File: src/rtl/hamming_serial_link.sv
// hamming_serial_link: Hamming(7,4) framed serial TX+RX with single-bit correction; define HAMMING_ERR_INJECT_EN for codeword-0 error injection ports.
module hamming_serial_link #(
    parameter int DATA_W       = 8,
    parameter int CLKS_PER_BIT = 4,
    parameter int LOOPBACK     = 1
) (
    input  logic              clk,
    input  logic              rst_n,
    input  logic              tx_valid,
    input  logic [DATA_W-1:0] tx_data,
    output logic              tx_ready,
    output logic              serial_tx,
    input  logic              serial_rx,
`ifdef HAMMING_ERR_INJECT_EN
    input  logic              inj_valid,
    input  logic [2:0]        inj_pos,
`endif
    output logic              rx_valid,
    output logic [DATA_W-1:0] rx_data,
    output logic              rx_corrected,
    output logic              rx_frame_err,
    output logic [7:0]        rx_err_cnt
);
    localparam int NUM_CW  = DATA_W / 4;
    localparam int CW_BITS = 7 * NUM_CW;
    localparam int CNT_W   = $clog2(CLKS_PER_BIT + 1);
    localparam int BIT_W   = $clog2(CW_BITS);
    localparam logic [CNT_W-1:0] CNT_ONE  = CNT_W'(1);
    localparam logic [CNT_W-1:0] CNT_BIT  = CNT_W'(CLKS_PER_BIT);
    localparam logic [CNT_W-1:0] CNT_MID  = CNT_W'(CLKS_PER_BIT / 2);
    localparam logic [BIT_W-1:0] BIT_ONE  = BIT_W'(1);
    localparam logic [BIT_W-1:0] BIT_LAST = BIT_W'(CW_BITS - 1);
    localparam logic [1:0] S_IDLE = 2'd0, S_START = 2'd1, S_DATA = 2'd2, S_STOP = 2'd3;

    function automatic logic [6:0] enc(input logic [3:0] d);
        return {d[3], d[2], d[1], d[1] ^ d[2] ^ d[3], d[0], d[0] ^ d[2] ^ d[3], d[0] ^ d[1] ^ d[3]};
    endfunction

    // returns {corrected, nibble}; a nonzero syndrome names the flipped position
    function automatic logic [4:0] dec(input logic [6:0] c);
        logic [2:0] s;
        logic [6:0] f;
        s = {c[3] ^ c[4] ^ c[5] ^ c[6], c[1] ^ c[2] ^ c[5] ^ c[6], c[0] ^ c[2] ^ c[4] ^ c[6]};
        f = c;
        if (s != 3'd0) f[s - 3'd1] = ~f[s - 3'd1];
        return {s != 3'd0, f[6], f[5], f[4], f[2]};
    endfunction

    logic [1:0]         tx_state_q, tx_state_d, rx_state_q, rx_state_d;
    logic [CNT_W-1:0]   tx_cnt_q, tx_cnt_d, rx_cnt_q, rx_cnt_d;
    logic [BIT_W-1:0]   tx_bit_q, tx_bit_d, rx_bit_q, rx_bit_d;
    logic [CW_BITS-1:0] tx_code, tx_sh_q, tx_sh_d, rx_sh_q, rx_sh_d;
    logic [1:0]         rx_sync_q;
    logic               rx_prev_q, rx_line, rx_sample, tx_tick;
    logic               rx_valid_q, rx_valid_d, rx_corr_q, rx_corr_d, rx_ferr_q, rx_ferr_d;
    logic [DATA_W-1:0]  rx_data_q, rx_data_d, dec_data;
    logic               dec_corr;
    logic [4:0]         dec_cw;
    logic [7:0]         rx_errs_q, rx_errs_d;

    always_comb begin
        tx_code = '0;
        for (int i = 0; i < NUM_CW; i++) tx_code[7*i +: 7] = enc(tx_data[4*i +: 4]);
`ifdef HAMMING_ERR_INJECT_EN
        if (inj_valid && inj_pos != 3'd0) tx_code[inj_pos - 3'd1] = ~tx_code[inj_pos - 3'd1];
`endif
    end

    assign tx_tick   = tx_cnt_q == CNT_BIT;
    assign tx_ready  = tx_state_q == S_IDLE;
    assign serial_tx = (tx_state_q == S_START) ? 1'b0 : (tx_state_q == S_DATA) ? tx_sh_q[0] : 1'b1;

    always_comb begin
        tx_state_d = tx_state_q;
        tx_cnt_d   = tx_tick ? CNT_ONE : tx_cnt_q + CNT_ONE;
        tx_bit_d   = tx_bit_q;
        tx_sh_d    = tx_sh_q;
        if (tx_state_q == S_IDLE) begin
            tx_cnt_d   = CNT_ONE;
            tx_state_d = tx_valid ? S_START : S_IDLE;
            tx_sh_d    = tx_valid ? tx_code : tx_sh_q;
        end else if (tx_tick) begin
            case (tx_state_q)
                S_START: begin
                    tx_state_d = S_DATA;
                    tx_bit_d   = '0;
                end
                S_DATA: begin
                    tx_state_d = (tx_bit_q == BIT_LAST) ? S_STOP : S_DATA;
                    tx_bit_d   = tx_bit_q + BIT_ONE;
                    tx_sh_d    = tx_sh_q >> 1;
                end
                default: tx_state_d = S_IDLE;
            endcase
        end
    end

    assign rx_line   = (LOOPBACK != 0) ? serial_tx : rx_sync_q[1];
    assign rx_sample = rx_cnt_q == ((rx_state_q == S_START) ? CNT_MID : CNT_BIT);

    always_comb begin
        dec_data = '0;
        dec_corr = 1'b0;
        dec_cw   = '0;
        for (int i = 0; i < NUM_CW; i++) begin
            dec_cw             = dec(rx_sh_q[7*i +: 7]);
            dec_data[4*i +: 4] = dec_cw[3:0];
            dec_corr           = dec_corr | dec_cw[4];
        end
    end

    // the edge-detect cycle counts as the first cycle of the start bit
    always_comb begin
        rx_state_d = rx_state_q;
        rx_cnt_d   = rx_sample ? CNT_ONE : rx_cnt_q + CNT_ONE;
        rx_bit_d   = rx_bit_q;
        rx_sh_d    = rx_sh_q;
        rx_valid_d = 1'b0;
        rx_ferr_d  = 1'b0;
        rx_data_d  = rx_data_q;
        rx_corr_d  = rx_corr_q;
        rx_errs_d  = rx_errs_q;
        case (rx_state_q)
            S_IDLE: begin
                rx_cnt_d   = CNT_ONE;
                rx_state_d = (rx_prev_q && !rx_line) ? S_START : S_IDLE;
            end
            S_START: if (rx_sample) begin
                rx_state_d = rx_line ? S_IDLE : S_DATA;
                rx_bit_d   = '0;
            end
            S_DATA: if (rx_sample) begin
                rx_state_d = (rx_bit_q == BIT_LAST) ? S_STOP : S_DATA;
                rx_bit_d   = rx_bit_q + BIT_ONE;
                rx_sh_d    = {rx_line, rx_sh_q[CW_BITS-1:1]};
            end
            default: if (rx_sample) begin
                rx_state_d = S_IDLE;
                rx_valid_d = rx_line;
                rx_ferr_d  = !rx_line;
                rx_data_d  = rx_line ? dec_data : rx_data_q;
                rx_corr_d  = rx_line ? dec_corr : rx_corr_q;
                rx_errs_d  = (rx_line && dec_corr && rx_errs_q != 8'hFF) ? rx_errs_q + 8'd1 : rx_errs_q;
            end
        endcase
    end

    always_ff @(posedge clk or negedge rst_n) begin
        if (!rst_n) begin
            tx_state_q <= S_IDLE;
            tx_cnt_q   <= CNT_ONE;
            tx_bit_q   <= '0;
            tx_sh_q    <= '0;
            rx_state_q <= S_IDLE;
            rx_cnt_q   <= CNT_ONE;
            rx_bit_q   <= '0;
            rx_sh_q    <= '0;
            rx_sync_q  <= 2'b11;
            rx_prev_q  <= 1'b1;
            rx_valid_q <= 1'b0;
            rx_ferr_q  <= 1'b0;
            rx_data_q  <= '0;
            rx_corr_q  <= 1'b0;
            rx_errs_q  <= '0;
        end else begin
            tx_state_q <= tx_state_d;
            tx_cnt_q   <= tx_cnt_d;
            tx_bit_q   <= tx_bit_d;
            tx_sh_q    <= tx_sh_d;
            rx_state_q <= rx_state_d;
            rx_cnt_q   <= rx_cnt_d;
            rx_bit_q   <= rx_bit_d;
            rx_sh_q    <= rx_sh_d;
            rx_sync_q  <= {rx_sync_q[0], serial_rx};
            rx_prev_q  <= rx_line;
            rx_valid_q <= rx_valid_d;
            rx_ferr_q  <= rx_ferr_d;
            rx_data_q  <= rx_data_d;
            rx_corr_q  <= rx_corr_d;
            rx_errs_q  <= rx_errs_d;
        end
    end

    assign rx_valid     = rx_valid_q;
    assign rx_data      = rx_data_q;
    assign rx_corrected = rx_corr_q;
    assign rx_frame_err = rx_ferr_q;
    assign rx_err_cnt   = rx_errs_q;
endmodule

File: config.mk
export PLATFORM = sky130hd
export DESIGN_NAME = hamming_serial_link
export DESIGN_NICKNAME = d
export VERILOG_FILES = /design/src/rtl/hamming_serial_link.sv
export SDC_FILE = /design/constraint.sdc
export NUM_CORES = 1
export LEC_CHECK = 0
export CORE_MARGIN = 2
export CORE_UTILIZATION = 34
export DETAILED_ROUTE_END_ITERATION = 10
export HOLD_SLACK_MARGIN = 0.12
export PLACE_DENSITY_LB_ADDON = 0.05
export REMOVE_ABC_BUFFERS = 1
export SETUP_SLACK_MARGIN = 0.2
export SYNTH_ARGS = -nofsm -noshare
export SYNTH_HDL_FRONTEND = slang
export SYNTH_SLANG_ARGS = --single-unit
File: constraint.sdc
create_clock -name clk -period 6.3 [get_ports clk]
set_clock_uncertainty 0.2 [all_clocks]
set_input_delay 0.945 -clock clk [delete_from_list [all_inputs] [get_ports clk]]
set_output_delay 0.945 -clock clk [all_outputs]
set_load 0.1 [all_outputs]
# Word level (Yosys, flattened, before mapping)
# Cells that the tools add are included.
# classes
add_sub_neg	7
order_cmp	4
n_eq_ne	12
muxes	43
n_bitwise	35
n_reduce_logical	23
# ops
cell	count
$mux 14	4
$xor 1x1->1	30
$reduce_and 3->1	6
$pmux 4 s2	2
$mux 3	5
$bwmux 7	2
$mux 1	14
$mux 7	2
$mux 2	6
$reduce_bool 2->1	5
$add 4x1->4 const B	2
$add 8x1->8 const B	1
$eq 4x4->1 const B	2
$lt 3x4->1 const B	2
$mux 4	2
$ne 8x8->1 const B	1
$add 3x1->3 const B	2
$bmux 1 s3	2
$demux 1 s3	2
$ge 3x1->1 const B	2
$ne 2x2->1 const B	3
$pmux 2 s3	1
$reduce_bool 3->1	2
$sub 3x1->3 const B	2
other kinds (12)	22
# totals
reg_bits	66
inputBits	12
wordCells	138

# Longest topological paths before layout
# logic_depth
ltp_word	10
depth_mapped	11
mapped_depth_nobuf	10

# Worst setup path after synthesis
# Ideal clock, no wire load.
# synth_timing
path_kind	reg2out
startpoint	register tx_state_q[0]
endpoint	output serial_tx
arrival_time_ps	2249
required_time_ps	5155
slack_ps	2906
stages_incl_launch_ff	5
path_buffers	0
cell_sequence	dfrtp_1 -> inv_1 -> ha_1 -> and2b_1 -> nor2_1
# synth_between
elab_chain_len	3
# synth_lines
element	line_no	rtl
start: declaration	49	logic [1:0] tx_state_q, tx_state_d, rx_state_q, rx_state_d;
start signal: assignment	166	tx_state_q <= tx_state_d;
$eq 2x2->1	71	assign serial_tx = (tx_state_q == S_START) ? 1'b0 : (tx_state_q == S_DATA) ? tx_sh_q[0] : 1'b1;
$mux 1	71	
$mux 1 (*)	71	
end: declaration	12	output logic serial_tx,
# Every way passes the cells marked *; elsewhere a longest branch is shown, timed or not.

# Final worst setup path
# Same ends and word-level chain as after synthesis.

==> flow_summary.json <==
{
  "status": "finished clean",
  "gp_congestion": 0.755,
  "syn_area_per_cell_um2": 10.3,
  "dieArea_um2": 11600,
  "synth_seq_area_share_pct": 45.3,
  "setup.worst_path.end_class": "output port",
  "cts-root-buf": "clkbuf_8",
  "wl_per_cell_um": 14.0,
  "vias_per_cell": 5.02,
  "path_class": "flop to output port",
  "final_util_pct": 40.7,
  "r2r_slack_ns": 3.24,
  "yosysUniqueCellTypes": 55,
  "synth.cell_area_um2": 3650,
  "synth_edf_count": 0,
  "synth_top_area_share_pct": 43.2,
  "antennaDiodeCount": 0,
  "relSlewSlack_pct": 34.6,
  "ir_drop_v": 0.0000914,
  "antenna_found_initial": 0,
  "tns_ns": 0,
  "syn_inst": 353,
  "synth-main-ff-cell": "dfrtp_1",
  "cp_max_fo": 8,
  "total_power_uw": 977,
  "core_area_um2": 10400,
  "area_growth_syn_to_layout_pct": 15.5,
  "wl_um": 7290,
  "start_util_pct": 35.2,
  "grt_first_pass_wirelength_um": 12500,
  "r2r_start": "tx_state_q[0]",
  "nets": 408,
  "rows": 37,
  "clk_latency_ns": 0.35,
  "portBuffers": 31,
  "drt_pass1_iterations": 4,
  "reg2reg_to": "tx_sh_q[5]",
  "period_needed_ns": 4.10,
  "rr_worst_depth": 5,
  "maxSlewViolCount": 0,
  "grt_pass1_vias": 2597,
  "dieHeight_um": 108,
  "hp-start": "tx_cnt_q[0]",
  "cts-htree-levels": 3,
  "clock-sinks": 66,
  "fill_cells": 1067,
  "yosysWarnings": 0,
  "ys_top_cells_by_area": "dfrtp_1 43%, mux2_2 6.5%, ha_1 5.1%, xnor2_1 4.6%, nand2_1 3.5%",
  "numCtsBuffers": 9,
  "required_ns": 5.15,
  "min_to": "tx_cnt_q[0]",
  "gr-usage-all-layers_pct": 13.7,
  "fp.dieW_um": 108,
  "hold_depth": 1,
  "ant_nets": 0,
  "power-per-cell-area_nw_per_um2": 231,
  "postCtsSetupBuffers": 0,
  "first_iter_violations": 67,
  "rsz0062_at_grt": "no",
  "crit_path_start_kind": "flop",
  "drc": 0,
  "ys_seq_elements": 66,
  "final_cell_mix": "63 x dfrtp_1, 34 x nand2_1, 30 x clkdlybuf4s50_1",
  "clockBufferDepth": 2,
  "final_cell_area_um2": 4220,
  "placed_area_um2": 4060,
  "tritoncts": "built",
  "path_clk_slew_ns": 0.08,
  "leakage_uw": 0.00185,
  "dp.final_hpwl_um": 4950,
  "final_common_cell": "dfrtp_1",
  "finalSetupViolations": 0,
  "ctsResizeCount": 0,
  "worst_pin_slew_ns": 0.977,
  "vias": 2623,
  "cts-hold-fix-buffers": 0,
  "period_share_pct": 65.1,
  "drive_gt1_share_pct": 12.7,
  "grt_overflow": 0,
  "drv_cap": 0,
  "ys_async_sr_fraction_pct": 100,
  "hold_ws_ns": 0.268,
  "arrival_ns": 2.96,
  "synth_top_area_cell": "dfrtp_1",
  "ios": 33,
  "min_path_type": "flop to flop",
  "grt_max_degree": 67,
  "fmax_ghz": 0.244,
  "finalHoldViolCount": 0
}
-- worst max path at each step --
stage / from / depth (start not counted) / slack [ns] / endpoint
final: tx_state_q[0] / 5 / 2.20 / serial_tx
after global routing: tx_state_q[0] / 3 / 2.05 / tx_ready
after CTS: tx_state_q[0] / 5 / 2.13 / serial_tx
after detailed placement: tx_state_q[0] / 5 / 2.54 / serial_tx
after global placement: tx_state_q[0] / 5 / 2.55 / serial_tx
after floorplan: tx_state_q[0] / 4 / 2.91 / serial_tx
-- sequential cells by signal, summed over array words and instances (netlist names), 3 cells and up --
name,flops
rx_bit_q,4
rx_err_cnt,8
rx_sh_q,14
tx_bit_q,4
rx_cnt_q,3
rx_data,8
tx_sh_q,14
tx_cnt_q,3
-- Yosys cell counts, types with 2 or more instances --
master and number:
o221a_2 2, ha_1 15, clkbuf_1 3, xnor2_2 3, xnor2_1 19, mux2_2 21
nor2_1 18, a211o_1 3, o21ai_0 15, o31ai_1 6, nand2b_1 4, buf_2 8
o31a_1 3, nand4_1 8, dfrtp_1 63, nor2b_1 5, inv_1 12, dfstp_2 3
nand4bb_1 2, o21ai_1 2, o22ai_1 3, mux2i_1 9, and2b_1 2, nor3_1 11
xor2_1 13, and3_1 3, a21oi_1 12, o21a_1 5, a31oi_1 5, nand3_1 12
nor4_1 5, a22o_1 2, nand2_1 34
-- area by class of cell --
cell class                      instances  area (µm²)  share of cell area (%)
Sequential cell                        66        1660                    39.2
Clock buffer                           11         131                    3.11
Clock inverter                          5        31.3                   0.741
Timing Repair Buffer                   32         313                    7.41
Tap cell                              136         170                    4.03
Multi-Input combinational cell        259        1870                    44.3
Inverter                               13        48.8                    1.16
-- cell families after synthesis --
family / Yosys count / synth area share [%]
flops: 66 / 45.3
compound gates: 65 / 11.7
mux: 30 / 8.94
xor+xnor: 35 / 9.01
simple gates: 114 / 16.4
buf+inv: 28 / 3.49
fa+ha+maj: 15 / 5.14
-- through the flow --
stage / setup slack, ns / instances
floorplan: 2.91 / 338
global placement: 2.55 / 506
detailed placement: 2.54 / 506
CTS: 2.13 / 522
global route: 2.05 / 522
finish: 2.20 / 522
-- per-layer routing --
layer | share of wire (%) | track usage, %
met3 | 3.0 | 3.63
met4 | 1.1 | 4.49
met1 | 47 | 17.1
met5 | 0 | 0
met2 | 49 | 23.0
-- critical path: stages (launching register included) --
cell and delay (ns):
dfrtp_1 0.38, inv_1 0.07, ha_1 0.30, and2b_1 0.23
nor2_1 0.40, clkdlybuf4s50_1 1.23
-- power by group --
part           leakage, µW  internal, µW  switching [µW]
combinational     0.000878          72.7             115
sequential        0.000885           447            34.4
clock            0.0000831           142             167
total              0.00185           661             316
No activity file was read; power rests on OpenSTA's default activity.
